## src/rtl/scr1_ahb_mem_arbiter.sv

```systemverilog
// Two-master AHB-Lite arbiter sharing one memory slave.
// Round-robin grant, one-deep hold per master, zero-latency pass.
module scr1_ahb_mem_arbiter #(
  parameter int SCR1_AHB_WIDTH = 32
) (
  input  logic                      clk,
  input  logic                      rst_n,

  input  logic [1:0]                imem_htrans,
  input  logic [SCR1_AHB_WIDTH-1:0] imem_haddr,
  input  logic [2:0]                imem_hsize,
  output logic                      imem_hready,
  output logic [SCR1_AHB_WIDTH-1:0] imem_hrdata,
  output logic                      imem_hresp,

  input  logic [1:0]                dmem_htrans,
  input  logic [SCR1_AHB_WIDTH-1:0] dmem_haddr,
  input  logic [2:0]                dmem_hsize,
  input  logic                      dmem_hwrite,
  input  logic [SCR1_AHB_WIDTH-1:0] dmem_hwdata,
  output logic                      dmem_hready,
  output logic [SCR1_AHB_WIDTH-1:0] dmem_hrdata,
  output logic                      dmem_hresp,

  output logic [1:0]                s_htrans,
  output logic [SCR1_AHB_WIDTH-1:0] s_haddr,
  output logic [2:0]                s_hsize,
  output logic                      s_hwrite,
  output logic [SCR1_AHB_WIDTH-1:0] s_hwdata,
  input  logic                      s_hready,
  input  logic [SCR1_AHB_WIDTH-1:0] s_hrdata,
  input  logic                      s_hresp
);

  localparam int W = SCR1_AHB_WIDTH;

  typedef enum logic [1:0] {
    OWN_NONE = 2'd0,
    OWN_IMEM = 2'd1,
    OWN_DMEM = 2'd2
  } owner_e;

  // imem hold register
  logic         ihold_v_q;
  logic         ihold_v_d;
  logic [W-1:0] ihold_addr_q;
  logic [W-1:0] ihold_addr_d;
  logic [2:0]   ihold_size_q;
  logic [2:0]   ihold_size_d;

  // dmem hold register
  logic         dhold_v_q;
  logic         dhold_v_d;
  logic [W-1:0] dhold_addr_q;
  logic [W-1:0] dhold_addr_d;
  logic [2:0]   dhold_size_q;
  logic [2:0]   dhold_size_d;
  logic         dhold_wr_q;
  logic         dhold_wr_d;

  // data-phase owner and arbitration history
  owner_e       owner_q;
  owner_e       owner_d;
  logic         owner_wr_q;
  logic         owner_wr_d;
  logic         last_dmem_q;
  logic         last_dmem_d;

  logic         imem_acc;
  logic         dmem_acc;
  logic         ipend;
  logic         dpend;
  logic         gnt_i;
  logic         gnt_d;
  logic         issue;

  logic [W-1:0] i_addr;
  logic [2:0]   i_size;
  logic [W-1:0] d_addr;
  logic [2:0]   d_size;
  logic         d_wr;

  // the low htrans bit only distinguishes SEQ from NONSEQ
  logic         unused_htrans;
  assign unused_htrans = imem_htrans[0] ^ dmem_htrans[0];

  // per-master ready: stall while a held request waits its turn
  always_comb begin
    imem_hready = 1'b1;
    dmem_hready = 1'b1;
    if (owner_q == OWN_IMEM) begin
      imem_hready = s_hready;
    end else if (ihold_v_q) begin
      imem_hready = 1'b0;
    end
    if (owner_q == OWN_DMEM) begin
      dmem_hready = s_hready;
    end else if (dhold_v_q) begin
      dmem_hready = 1'b0;
    end
  end

  assign imem_acc = imem_hready & imem_htrans[1];
  assign dmem_acc = dmem_hready & dmem_htrans[1];

  assign ipend = rst_n & (ihold_v_q | imem_acc);
  assign dpend = rst_n & (dhold_v_q | dmem_acc);

  // round-robin: on a tie the master not granted last time wins
  always_comb begin
    gnt_i = 1'b0;
    gnt_d = 1'b0;
    unique case (1'b1)
      ipend & dpend: begin
        gnt_i = last_dmem_q;
        gnt_d = ~last_dmem_q;
      end
      ipend & ~dpend: gnt_i = 1'b1;
      ~ipend & dpend: gnt_d = 1'b1;
      default: ;
    endcase
  end

  assign issue = (gnt_i | gnt_d) & s_hready;

  // address source: held copy first, else the live bus
  always_comb begin
    i_addr = ihold_v_q ? ihold_addr_q : imem_haddr;
    i_size = ihold_v_q ? ihold_size_q : imem_hsize;
    d_addr = dhold_v_q ? dhold_addr_q : dmem_haddr;
    d_size = dhold_v_q ? dhold_size_q : dmem_hsize;
    d_wr   = dhold_v_q ? dhold_wr_q   : dmem_hwrite;
  end

  // slave address phase, zeroed when idle
  always_comb begin
    s_htrans = 2'b00;
    s_haddr  = '0;
    s_hsize  = '0;
    s_hwrite = 1'b0;
    if (gnt_i) begin
      s_htrans = 2'b10;
      s_haddr  = i_addr;
      s_hsize  = i_size;
    end else if (gnt_d) begin
      s_htrans = 2'b10;
      s_haddr  = d_addr;
      s_hsize  = d_size;
      s_hwrite = d_wr;
    end
  end

  // data phase routing by owner
  always_comb begin
    imem_hrdata = s_hrdata;
    dmem_hrdata = s_hrdata;
    imem_hresp  = (owner_q == OWN_IMEM) & s_hresp;
    dmem_hresp  = (owner_q == OWN_DMEM) & s_hresp;
    s_hwdata    = '0;
    if ((owner_q == OWN_DMEM) && owner_wr_q) begin
      s_hwdata = dmem_hwdata;
    end
  end

  // hold a request that was accepted but lost arbitration
  always_comb begin
    ihold_v_d    = ihold_v_q;
    ihold_addr_d = ihold_addr_q;
    ihold_size_d = ihold_size_q;
    dhold_v_d    = dhold_v_q;
    dhold_addr_d = dhold_addr_q;
    dhold_size_d = dhold_size_q;
    dhold_wr_d   = dhold_wr_q;
    if (issue & gnt_i) begin
      ihold_v_d = 1'b0;
    end else if (imem_acc) begin
      ihold_v_d    = 1'b1;
      ihold_addr_d = imem_haddr;
      ihold_size_d = imem_hsize;
    end
    if (issue & gnt_d) begin
      dhold_v_d = 1'b0;
    end else if (dmem_acc) begin
      dhold_v_d    = 1'b1;
      dhold_addr_d = dmem_haddr;
      dhold_size_d = dmem_hsize;
      dhold_wr_d   = dmem_hwrite;
    end
  end

  // owner advances only when the slave completes a phase
  always_comb begin
    owner_d     = owner_q;
    owner_wr_d  = owner_wr_q;
    last_dmem_d = last_dmem_q;
    if (s_hready) begin
      owner_d    = OWN_NONE;
      owner_wr_d = 1'b0;
      if (issue) begin
        owner_d    = gnt_i ? OWN_IMEM : OWN_DMEM;
        owner_wr_d = s_hwrite;
      end
    end
    if (issue) begin
      last_dmem_d = gnt_d;
    end
  end

  // state registers
  always_ff @(posedge clk or negedge rst_n) begin
    if (!rst_n) begin
      ihold_v_q    <= 1'b0;
      ihold_addr_q <= '0;
      ihold_size_q <= '0;
      dhold_v_q    <= 1'b0;
      dhold_addr_q <= '0;
      dhold_size_q <= '0;
      dhold_wr_q   <= 1'b0;
      owner_q      <= OWN_NONE;
      owner_wr_q   <= 1'b0;
      last_dmem_q  <= 1'b0;
    end else begin
      ihold_v_q    <= ihold_v_d;
      ihold_addr_q <= ihold_addr_d;
      ihold_size_q <= ihold_size_d;
      dhold_v_q    <= dhold_v_d;
      dhold_addr_q <= dhold_addr_d;
      dhold_size_q <= dhold_size_d;
      dhold_wr_q   <= dhold_wr_d;
      owner_q      <= owner_d;
      owner_wr_q   <= owner_wr_d;
      last_dmem_q  <= last_dmem_d;
    end
  end

endmodule

```

## config.mk

```make
export PLATFORM = sky130hd
export DESIGN_NAME = scr1_ahb_mem_arbiter
export DESIGN_NICKNAME = d
export VERILOG_FILES = /design/src/rtl/scr1_ahb_mem_arbiter.sv
export SDC_FILE = /design/constraint.sdc
export NUM_CORES = 1
export LEC_CHECK = 0
export ABC_AREA = 1
export CAP_MARGIN = 30
export CELL_PAD_IN_SITES_DETAIL_PLACEMENT = 1
export CELL_PAD_IN_SITES_GLOBAL_PLACEMENT = 1
export CORE_UTILIZATION = 24
export CTS_CLUSTER_SIZE = 24
export DETAILED_ROUTE_END_ITERATION = 6
export GPL_TIMING_DRIVEN = 1
export PLACE_DENSITY = 0.8
export SLEW_MARGIN = 10
export SYNTH_ARGS = -nofsm -noshare
export SYNTH_HDL_FRONTEND = slang
export SYNTH_SLANG_ARGS = --single-unit
```

## constraint.sdc

```tcl
create_clock -name clk -period 2 [get_ports clk]
set_clock_uncertainty 0.1 [all_clocks]
set_input_delay 0.4 -clock clk [delete_from_list [all_inputs] [get_ports clk]]
set_output_delay 0.4 -clock clk [all_outputs]
set_load 0.005 [all_outputs]
```

==> flow_summary.yaml <==
routing:
  drc: 0
  final_antenna_net_count: 0
  wirelength_um: 20400
  dr.first_iter.drc_count: 225
  wl_per_cell_um: 16.9
  vias: 5410
  vias_per_cell: 4.49
  drt_pass1_iterations: 4
placement:
  place_area_um2: 7130
  place_congestion: 0.761
  numPortBuffers: 181
  dp_slack_ns: -1.03
  hpwl_um: 13200
critical_path:
  arrival_ns: 2.14
  crit_path_max_fanout: 6
  worstSetupPathType: "register to output port"
  r2r_setup_slack_ns: -0.13
  critPathCaptureType: "output port"
  r2r_start: "owner_q[0]"
  required_ns: 1.50
  rr_endpoint: "dhold_addr_q[6]"
  cp-start-kind: "register"
  reg2reg_depth: 14
global_routing:
  overflow: 0
  grt_pass1_vias: 5627
  antenna_found_initial: 0
  grt_usage_pct: 18.1
  grt_pass1_wl_um: 30700
  grt_max_degree: 49
pwr:
  leakage_uw: 0.00426
  fin_total_pwr_uw: 10900
  ir_drop_uv: 531
  powerDensity_nw_per_um2: 1370
timing:
  setup_viol: 108
  setup_ws_ns: -0.639
  slew_viol_final: 0
  period_needed_ns: 2.64
  rsz0062_at_grt: "true"
  slew_headroom_pct: 54.9
  hold_viol: 0
  period_share_pct: 132
  tightest_slew_ns: 0.677
  fmax_mhz: 379
floorplanning:
  ioPinCount: 281
  die_w_um: 148
  core-area_um2: 21000
  die_h_um: 148
  fp-row-count: 53
  initial_core_util_pct: 24.5
  design.die.area_um2: 22000
synth:
  synth_edf_count: 0
  yosysMostFrequentCell: "nand2_1"
  yosysWarnings: 0
  ys_seq_area_share_pct: 37.5
  synthCells: 758
  synth_top_cell_by_area: "dfrtp_1"
  synth_common_cells: "293 x nand2_1, 77 x dfrtp_1, 74 x buf_4"
  ys_seq_elements: 77
  async_reset_ff_share_pct: 100
  synthFlopType: "dfrtp_1"
  syn_nets: 901
  synth_top_cell_area_share_pct: 37.5
  yosys.cell_types.count: 24
  synth.cell_area_um2: 5140
  avgSynthCellArea_um2: 6.78
  yosys-top-cells-area: "dfrtp_1 37%, nand2_1 21%, buf_4 11%, nand3_1 7.0%, o21ai_0 5.7%"
cts:
  htree_num_levels: 3
  numClockSinks: 77
  clk_transition_reported_paths_ns: 0.06
  cts_root_buffer: "clkbuf_16"
  clkLatencyLatePin_ns: 0.33
  cts_max_path_buffers: 2
  numCtsBuffers: 9
  cts_tree: "built"
run_status:
  status: "finished with violations"
  violations: "setup timing"
layout:
  seq_area_um2: 1930
  multi_input_area_um2: 2610
  fill_cells: 2583
  nNetsFinal: 1070
  design_area_um2: 7950
  diodes: 0
  area_growth_pct: 54.6
  final_layout_size_suffix_gt1_share_pct: 30.7
hold_path:
  hold_path_class: "input port to async pin"
flow_run:
  drv_cap: 0
==> worst max path at each step <==
stage                              to  startpoint  slack [ns]  depth (start not counted)
after floorplan           s_haddr[10]  owner_q[0]       0.001                         13
after global placement    s_haddr[31]    s_hready       -1.02                          9
after detailed placement  s_haddr[31]    s_hready       -1.03                         13
after CTS                  s_hsize[1]  owner_q[0]       -0.66                         15
after global routing       s_haddr[3]  owner_q[0]       -0.76                         15
final                      s_haddr[3]  owner_q[0]       -0.64                         15
==> per-stage QoR <==
| stage | TNS (ns) | hold slack [ns] | std cells | utilization [%] |
|---|---|---|---|---|
| after floorplan | 0 | 0.00441 | 758 | - |
| after global placement | -56.42 | 0.346 | 1162 | 33.9 |
| after detailed placement | -62.24 | 0.351 | 1162 | 33.9 |
| after CTS | -32.97 | 0.0331 | 1194 | 36.1 |
| after global routing | -36.88 | 0.0352 | 1206 | 37.8 |
| final | -26.57 | 0.0183 | 1206 | 37.8 |
==> logic make-up (layout without fill, tap and decap cells) <==
| logic type | after synthesis | count (layout) | synth area share (%) |
|---|---|---|---|
| flip-flops | 77 | 77 | 37.5 |
| AO/OA/AOI/OAI | 77 | 77 | 7.50 |
| multiplexers | 1 | 1 | 0.195 |
| buffers and inverters | 157 | 330 | 17.8 |
| AND/OR/NAND/NOR | 445 | 445 | 37.0 |
| other | 1 | 1 | 0.0730 |
==> metal layers <==
metal | wire length, um | global-route usage (%)
met5 | 0 | 0
met4 | 257 | 5.62
met3 | 830 | 3.31
met2 | 10200 | 31.5
met1 | 9120 | 22.6
==> what timing repair did <==
item,CTS,global route
pin swaps,9,7
gates resized for setup,231,123
hold buffers,0,0
hold endpoints to repair,0,0
setup endpoints to repair,117,144
gates cloned,3,7
buffers inserted,16,6
==> report_power, final <==
group          total (uW)  internal, uW  switching (uW)
clock                1760          1120             639
combinational        6450          2940            3510
sequential           2680          2290             389
==> cell usage in the layout (no fill, tap or decap), types with 4 or more instances in the layout <==
cell type / count
clkdlybuf4s15_2: 4
clkbuf_2: 17
inv_2: 7
buf_4: 54
nand2_4: 12
dfrtp_1: 76
nand3_1: 69
dlymetal6s2s_1: 6
nand3_2: 6
nand2_1: 251
buf_6: 6
nand2_2: 32
clkdlybuf4s50_1: 107
or2_2: 35
nor2_2: 4
nor2_1: 30
o21ai_2: 17
inv_1: 39
o21ai_1: 19
o21ai_0: 38
buf_2: 42
buf_12: 17
clkbuf_16: 15
==> final cells by class <==
class	count	share of cell area [%]
inverters	48	2.30
repair buffers	267	32.3
multi-input cells	524	32.8
well taps	275	4.33
flip-flops and latches	77	24.3
clock buffers	11	3.05
clock inverters	4	0.913
==> worst max-delay path, cell delays in order (launching register included) <==
cell and delay, ns:
dfrtp_1 0.41, inv_2 0.11, nand2_2 0.07, nand2_2 0.07
nand3_2 0.07, nand2_2 0.09, inv_2 0.06, nor2_4 0.09
inv_2 0.06, nor2_4 0.14, buf_12 0.13, buf_8 0.12
buf_16 0.14, nand2_2 0.05, o21ai_1 0.06, buf_2 0.12
==> flip-flops by register name, indices dropped and copies added, names as in the netlist <==
| register | flops |
|---|---|
| ihold_addr_q | 32 |
| dhold_v_q | 1 |
| dhold_addr_q | 32 |
| last_dmem_q | 1 |
| ihold_v_q | 1 |
| owner_wr_q | 1 |
| dhold_wr_q | 1 |
| dhold_size_q | 3 |
| owner_q | 2 |
| ihold_size_q | 3 |
No activity file was read; power rests on OpenSTA's default activity.
